===== config.mk =====
export PLATFORM = sky130hd
export DESIGN_NAME = tile_game_ctrl
export DESIGN_NICKNAME = d
export VERILOG_FILES = /design/src/rtl/tile_game_ctrl.sv
export SDC_FILE = /design/constraint.sdc
export NUM_CORES = 1
export LEC_CHECK = 0
export BUFFER_PORTS_ARGS = -buffer_cell sky130_fd_sc_hd__buf_2
export CAP_MARGIN = 20
export CORE_MARGIN = 2
export CORE_UTILIZATION = 55
export CTS_BUF_LIST = sky130_fd_sc_hd__clkbuf_8
export DETAILED_ROUTE_END_ITERATION = 8
export GPL_ROUTABILITY_DRIVEN = 0
export PLACE_DENSITY = 0.76
export SLEW_MARGIN = 5
export SYNTH_ARGS = -nofsm -noshare
export SYNTH_HDL_FRONTEND = slang
export SYNTH_SLANG_ARGS = --single-unit

===== constraint.sdc =====
create_clock -name clk -period 8.1 [get_ports clk]
set_input_delay 0.81 -clock clk [delete_from_list [all_inputs] [get_ports clk]]
set_output_delay 0.81 -clock clk [all_outputs]
set_load 0.01 [all_outputs]

===== src/rtl/tile_game_ctrl.sv =====
// Game sequencer for the seven-line tile shift register: paces shifts, judges lane-key
// presses against the bottom line, and tracks score, lives and difficulty.
module tile_game_ctrl #(
  parameter logic [23:0] TICK_INIT     = 24'd12_500_000,
  parameter logic [23:0] TICK_MIN      = 24'd3_125_000,
  parameter logic [23:0] TICK_STEP     = 24'd1_000_000,
  parameter logic [7:0]  SPEEDUP_EVERY = 8'd10,
  parameter logic [1:0]  LIVES         = 2'd3
) (
  input  logic       clk,
  input  logic       resetn,
  input  logic       startn,
  input  logic [3:0] key,
  input  logic [2:0] line_6,
  output logic [5:0] current_st,
  output logic       shift,
  output logic       correct_in,
  output logic [7:0] score,
  output logic [1:0] lives,
  output logic       game_over
);

  typedef enum logic [5:0] {
    StIdle = 6'd0,
    StPlay = 6'd1,
    StOver = 6'd2
  } state_e;

  state_e      state_q, state_d;
  logic [23:0] cnt_q, cnt_d;
  logic [23:0] period_q, period_d;
  logic [3:0]  key_prev_q, key_prev_d;
  logic        block_q, block_d;
  logic        shift_q, shift_d;
  logic        correct_q, correct_d;
  logic [7:0]  score_q, score_d;
  logic [1:0]  lives_q, lives_d;

  logic [3:0]  lane_mask;
  logic [3:0]  new_press;
  logic        press, hit, wrong, miss, speedup;
  logic [7:0]  score_inc;
  logic [24:0] period_sub;
  logic [23:0] period_dn;

  // Judge the current press against the bottom line and precompute the next period.
  always_comb begin
    lane_mask = 4'b0000;
    case (line_6)
      3'd1:    lane_mask = 4'b0001;
      3'd2:    lane_mask = 4'b0010;
      3'd3:    lane_mask = 4'b0100;
      3'd4:    lane_mask = 4'b1000;
      default: lane_mask = 4'b0000;
    endcase
    new_press  = key & ~key_prev_q;
    // A just-cleared line_6 is stale for one cycle, so presses are ignored then.
    press      = (new_press != 4'b0000) && !block_q;
    hit        = press && (new_press == lane_mask);
    wrong      = press && !hit;
    miss       = shift_q && (line_6 != 3'd0);
    score_inc  = (score_q == 8'hFF) ? score_q : score_q + 8'd1;
    speedup    = (score_inc % SPEEDUP_EVERY) == 8'd0;
    period_sub = {1'b0, period_q} - {1'b0, TICK_STEP};
    period_dn  = (period_sub[24] || (period_sub[23:0] < TICK_MIN)) ? TICK_MIN : period_sub[23:0];
  end

  // Next-state logic: game FSM, shift pacing with hit-priority deferral, score and lives.
  always_comb begin
    state_d    = state_q;
    cnt_d      = cnt_q;
    period_d   = period_q;
    key_prev_d = key;
    block_d    = 1'b0;
    shift_d    = 1'b0;
    correct_d  = 1'b0;
    score_d    = score_q;
    lives_d    = lives_q;
    case (state_q)
      StIdle: begin
        if (!startn) begin
          state_d  = StPlay;
          score_d  = 8'd0;
          lives_d  = LIVES;
          period_d = TICK_INIT;
          cnt_d    = TICK_INIT - 24'd1;
        end
      end
      StPlay: begin
        // shift_q is high exactly while cnt_q is 0; a 0 without shift_q is a deferred shift.
        if (cnt_q != 24'd0) begin
          cnt_d = cnt_q - 24'd1;
        end else if (shift_q) begin
          cnt_d = period_q - 24'd1;
        end else begin
          cnt_d = 24'd0;
        end
        shift_d   = (cnt_d == 24'd0) && !hit;
        correct_d = hit;
        block_d   = hit;
        if (hit) begin
          score_d = score_inc;
          if (speedup) begin
            period_d = period_dn;
          end
        end
        if (wrong || miss) begin
          if (lives_q <= 2'd1) begin
            lives_d   = 2'd0;
            state_d   = StOver;
            shift_d   = 1'b0;
            correct_d = 1'b0;
          end else begin
            lives_d = lives_q - 2'd1;
          end
        end
      end
      StOver: begin
        if (!startn) begin
          state_d = StIdle;
          score_d = 8'd0;
          lives_d = 2'd0;
        end
      end
      default: state_d = StIdle;
    endcase
  end

  // State registers with asynchronous active-low reset.
  always_ff @(posedge clk or negedge resetn) begin
    if (!resetn) begin
      state_q    <= StIdle;
      cnt_q      <= 24'd0;
      period_q   <= TICK_INIT;
      key_prev_q <= 4'b0000;
      block_q    <= 1'b0;
      shift_q    <= 1'b0;
      correct_q  <= 1'b0;
      score_q    <= 8'd0;
      lives_q    <= 2'd0;
    end else begin
      state_q    <= state_d;
      cnt_q      <= cnt_d;
      period_q   <= period_d;
      key_prev_q <= key_prev_d;
      block_q    <= block_d;
      shift_q    <= shift_d;
      correct_q  <= correct_d;
      score_q    <= score_d;
      lives_q    <= lives_d;
    end
  end

  assign current_st = state_q;
  assign shift      = shift_q;
  assign correct_in = correct_q;
  assign score      = score_q;
  assign lives      = lives_q;
  assign game_over  = (state_q == StOver);

endmodule


==> flow_metrics.py <==
metrics = {
    "grt": {
        "grt_pass1_vias": 4738,
        "track_usage": 0.2784,
        "grt_pass1_wl_mm": 23.12,
        "grt_max_degree": 64,
        "grt_antenna_before_repair": 0,
        "grt_remaining_overflow": 0,
    },
    "hold_path": {
        "hold_path_class": "reg2reg",
        "whs_endpoint": "period_q[5]$_DFFE_PN1P_",
        "hold_depth": 2,
        "min_from": "period_q[5]$_DFFE_PN1P_",
    },
    "floorplan": {
        "rows": 35,
        "start_util": 0.5660,
        "core_um2": 9196,
        "ioPinCount": 29,
        "die_area_um2": 10260,
        "die_w_um": 101.3,
        "die_y_um": 101.3,
    },
    "flow_run": {
        "drv_cap": 0,
    },
    "clock_tree": {
        "root_buffer": "clkbuf_8",
        "numCtsBuffers": 9,
        "clkTransAtPathRegs_ns": 0.08,
        "worstSkewPairLatency_ns": 0.35,
        "post_cts_resized": 0,
        "tritoncts": "yes",
        "cts_setup_buffers": 0,
        "cts.sink_count": 63,
        "ctsHtreeMaxLevel": 3,
        "clockBufferDepth": 2,
        "holdBufCountCts": 0,
    },
    "yosys": {
        "synth.avg_cell_area_um2": 8.070,
        "synth_cells": 645,
        "synth-edff-count": 0,
        "synth_top_area_cell": "dfrtp_1",
        "ys_ff_latch": 63,
        "ys_top_cells_by_area": "dfrtp_1 25%, dfstp_2 6.1%, xnor2_1 4.5%",
        "synth.most_common_cell": "nor2_1",
        "synth_area_um2": 5205,
        "yosys_warnings": 0,
        "yosys.cell_types.count": 90,
        "yosys_most_used_dff": "dfrtp_1",
        "ys_seq_area_frac": 0.3058,
        "synth_top_area_frac": 0.2452,
        "ys_top_cells_by_count": "59 x nor2_1, 55 x nand2_1, 51 x dfrtp_1",
        "async_flop_share": 1.000,
    },
    "sta": {
        "setup_tns_ns": 0,
        "hold_viol_final": 0,
        "timing.final.crit_share": 0.6724,
        "fin_crit_ns": 5.447,
        "tightest_slew_ns": 0.8318,
        "maxSlewViolCount": 0,
        "rsz0062_at_grt": "no",
        "slew_headroom": 0.4455,
        "setup_viol": 0,
        "skew_ns": 0.006460,
        "max_freq_ghz": 0.1836,
    },
    "setup_path": {
        "cp_data_arrival_time_ns": 5.73,
        "cp.depth": 21,
        "path_class": "reg2reg",
        "cp.buffers_inverters": 3,
        "reg2reg_from": "score[0]$_DFFE_PN0P_",
        "path_delay_family": "simple AND/OR/NAND/NOR gates",
        "critPathMaxStageDelay_ns": 0.59,
        "timing.reg2reg.setup_slack_ns": 2.65,
        "crit_top_cell": "ha_1",
        "worstPathRequired_ns": 8.39,
        "startpoint": "score[0]$_DFFE_PN0P_",
        "r2r_cells": 21,
        "cp-end-kind": "flop",
        "cp_max_fo": 19,
        "cp_slowest_cell": "dfrtp_1",
        "path_cells": "ha_1 > and4_1 > a21oi_2 > nor2_1 > inv_2 > ha_1 > inv_1 > a21oi_1 > o21a_4 > or3_4 > a31o_1 > a21oi_2 > ha_1 > inv_1 > maj3_1 > mux2i_1 > a21oi_1 > xor2_1 > o211ai_4 > or4_1 > nand3_1",
        "start_kind": "flop",
        "r2r-end": "period_q[20]$_DFFE_PN1P_",
    },
    "power": {
        "leakage_nw": 2.109,
        "peakVddDrop_uv": 160.8,
        "switchingPower_mw": 0.4947,
        "seqPwrFrac": 0.391,
        "power_frac_clock": 0.224,
        "intPower_mw": 0.6392,
        "p_per_area_nw_per_um2": 206.1,
        "p_comb_frac": 0.385,
        "p_sw_frac": 0.4363,
        "p_total_mw": 1.134,
    },
    "placement": {
        "dpl.hpwl_mm": 9.587,
        "portBuffers": 24,
    },
    "final_layout": {
        "area_growth_pct": 5.673,
        "nNetsFinal": 669,
        "drive_gt1_frac": 0.1470,
        "diodes": 0,
    },
    "route": {
        "wirelength_mm": 13.50,
        "drc": 0,
        "drtIter0Drc": 336,
        "via_per_inst": 6.565,
        "vias": 5016,
        "firstDrtPassIters": 5,
        "ant_nets": 0,
        "wl_per_cell_um": 17.66,
    },
    "status": {
        "status": "finished, final reports clean",
    },
}
-- per-layer routing --
layer	track usage	vias to the layer above	share of wire
met5	0	-	0
met4	0.09044	0	0.016
met3	0.05314	24	0.060
met2	0.4564	204	0.48
met1	0.3723	2428	0.44
li1	-	2360	-
-- registers in the layout, summed over array words and instances, names as in the netlist --
signal,cells
cnt_q,24
current_st,2
key_prev_q,4
block_q,1
correct_in,1
shift,1
period_q,20
lives,2
score,8
-- worst max-delay path by stage --
stage	slack [ns]	end
3_5_place_dp	2.77	period_q[20]$_DFFE_PN1P_
5_1_grt	2.32	period_q[12]$_DFFE_PN1P_
4_1_cts	2.74	period_q[20]$_DFFE_PN1P_
2_1_floorplan	3.38	period_q[20]$_DFFE_PN1P_
3_3_place_gp	3.04	period_q[20]$_DFFE_PN1P_
6_report	2.65	period_q[20]$_DFFE_PN1P_
-- stage by stage --
step                      hold WS, ns  cells  instance area [um^2]  worst slack, ns    util
after detailed placement       0.5128    747                  5318            2.773  0.5782
final                          0.5227    764                  5500            2.653  0.5981
after floorplan                0.4883    648                  5216            3.385       -
after global routing           0.5383    764                  5500            2.317  0.5981
after CTS                      0.5236    763                  5493            2.737  0.5973
after global placement         0.5052    747                  5318            3.039  0.5782
-- tightest hold or removal path: stages (launching register included) --
cell and delay (ns):
dfstp_2 0.40, o21ai_1 0.07, nand2_1 0.05
-- kinds of logic (layout without fill, tap and decap cells) --
family / count (synthesis) / in the layout / synth area share
DFF: 63 / 63 / 0.3058
muxes: 6 / 6 / 0.01250
AOI/OAI and AO/OA: 192 / 192 / 0.2555
and+or+nand+nor: 265 / 265 / 0.2714
other: 1 / 4 / 0.0007205
xor gates and xnor gates: 43 / 43 / 0.07236
adders and majority gates: 12 / 12 / 0.02837
buffers and inverters: 63 / 68 / 0.05336
-- power by group through the flow --
stage | Sequential, mW | Clock, mW | Combinational (mW)
CTS | 0.441 | 0.258 | 0.432
global placement | 0.443 | 0 | 0.421
detailed placement | 0.447 | 0 | 0.429
finish | 0.444 | 0.253 | 0.437
floorplan | 0.408 | 0 | 0.342
global route | 0.451 | 0.275 | 0.484
-- final cells by class --
| class | instances | area [um^2] |
|---|---|---|
| Timing Repair Buffer | 30 | 165.2 |
| Sequential cell | 63 | 1592 |
| Clock inverter | 6 | 37.54 |
| Tap cell | 111 | 138.9 |
| Inverter | 22 | 82.58 |
| Fill cell | 840 | 3696 |
| Clock buffer | 10 | 137.6 |
| Multi-Input combinational cell | 522 | 3347 |
-- placed cells by master (no fill, tap or decap), drive strengths merged, types with 10 or more instances in the layout --
master	netlist	final
nor2	61	61
nand2	57	57
dfrtp	51	51
o21ai	50	50
a21oi	47	47
nand3	34	34
nor3	34	34
buf	17	30
xnor2	27	27
inv	22	23
xor2	16	16
a31oi	15	15
dfstp	12	12
ha	11	11
or3	11	11
clkbuf	24	10
Power figures use the tool's default switching activity.
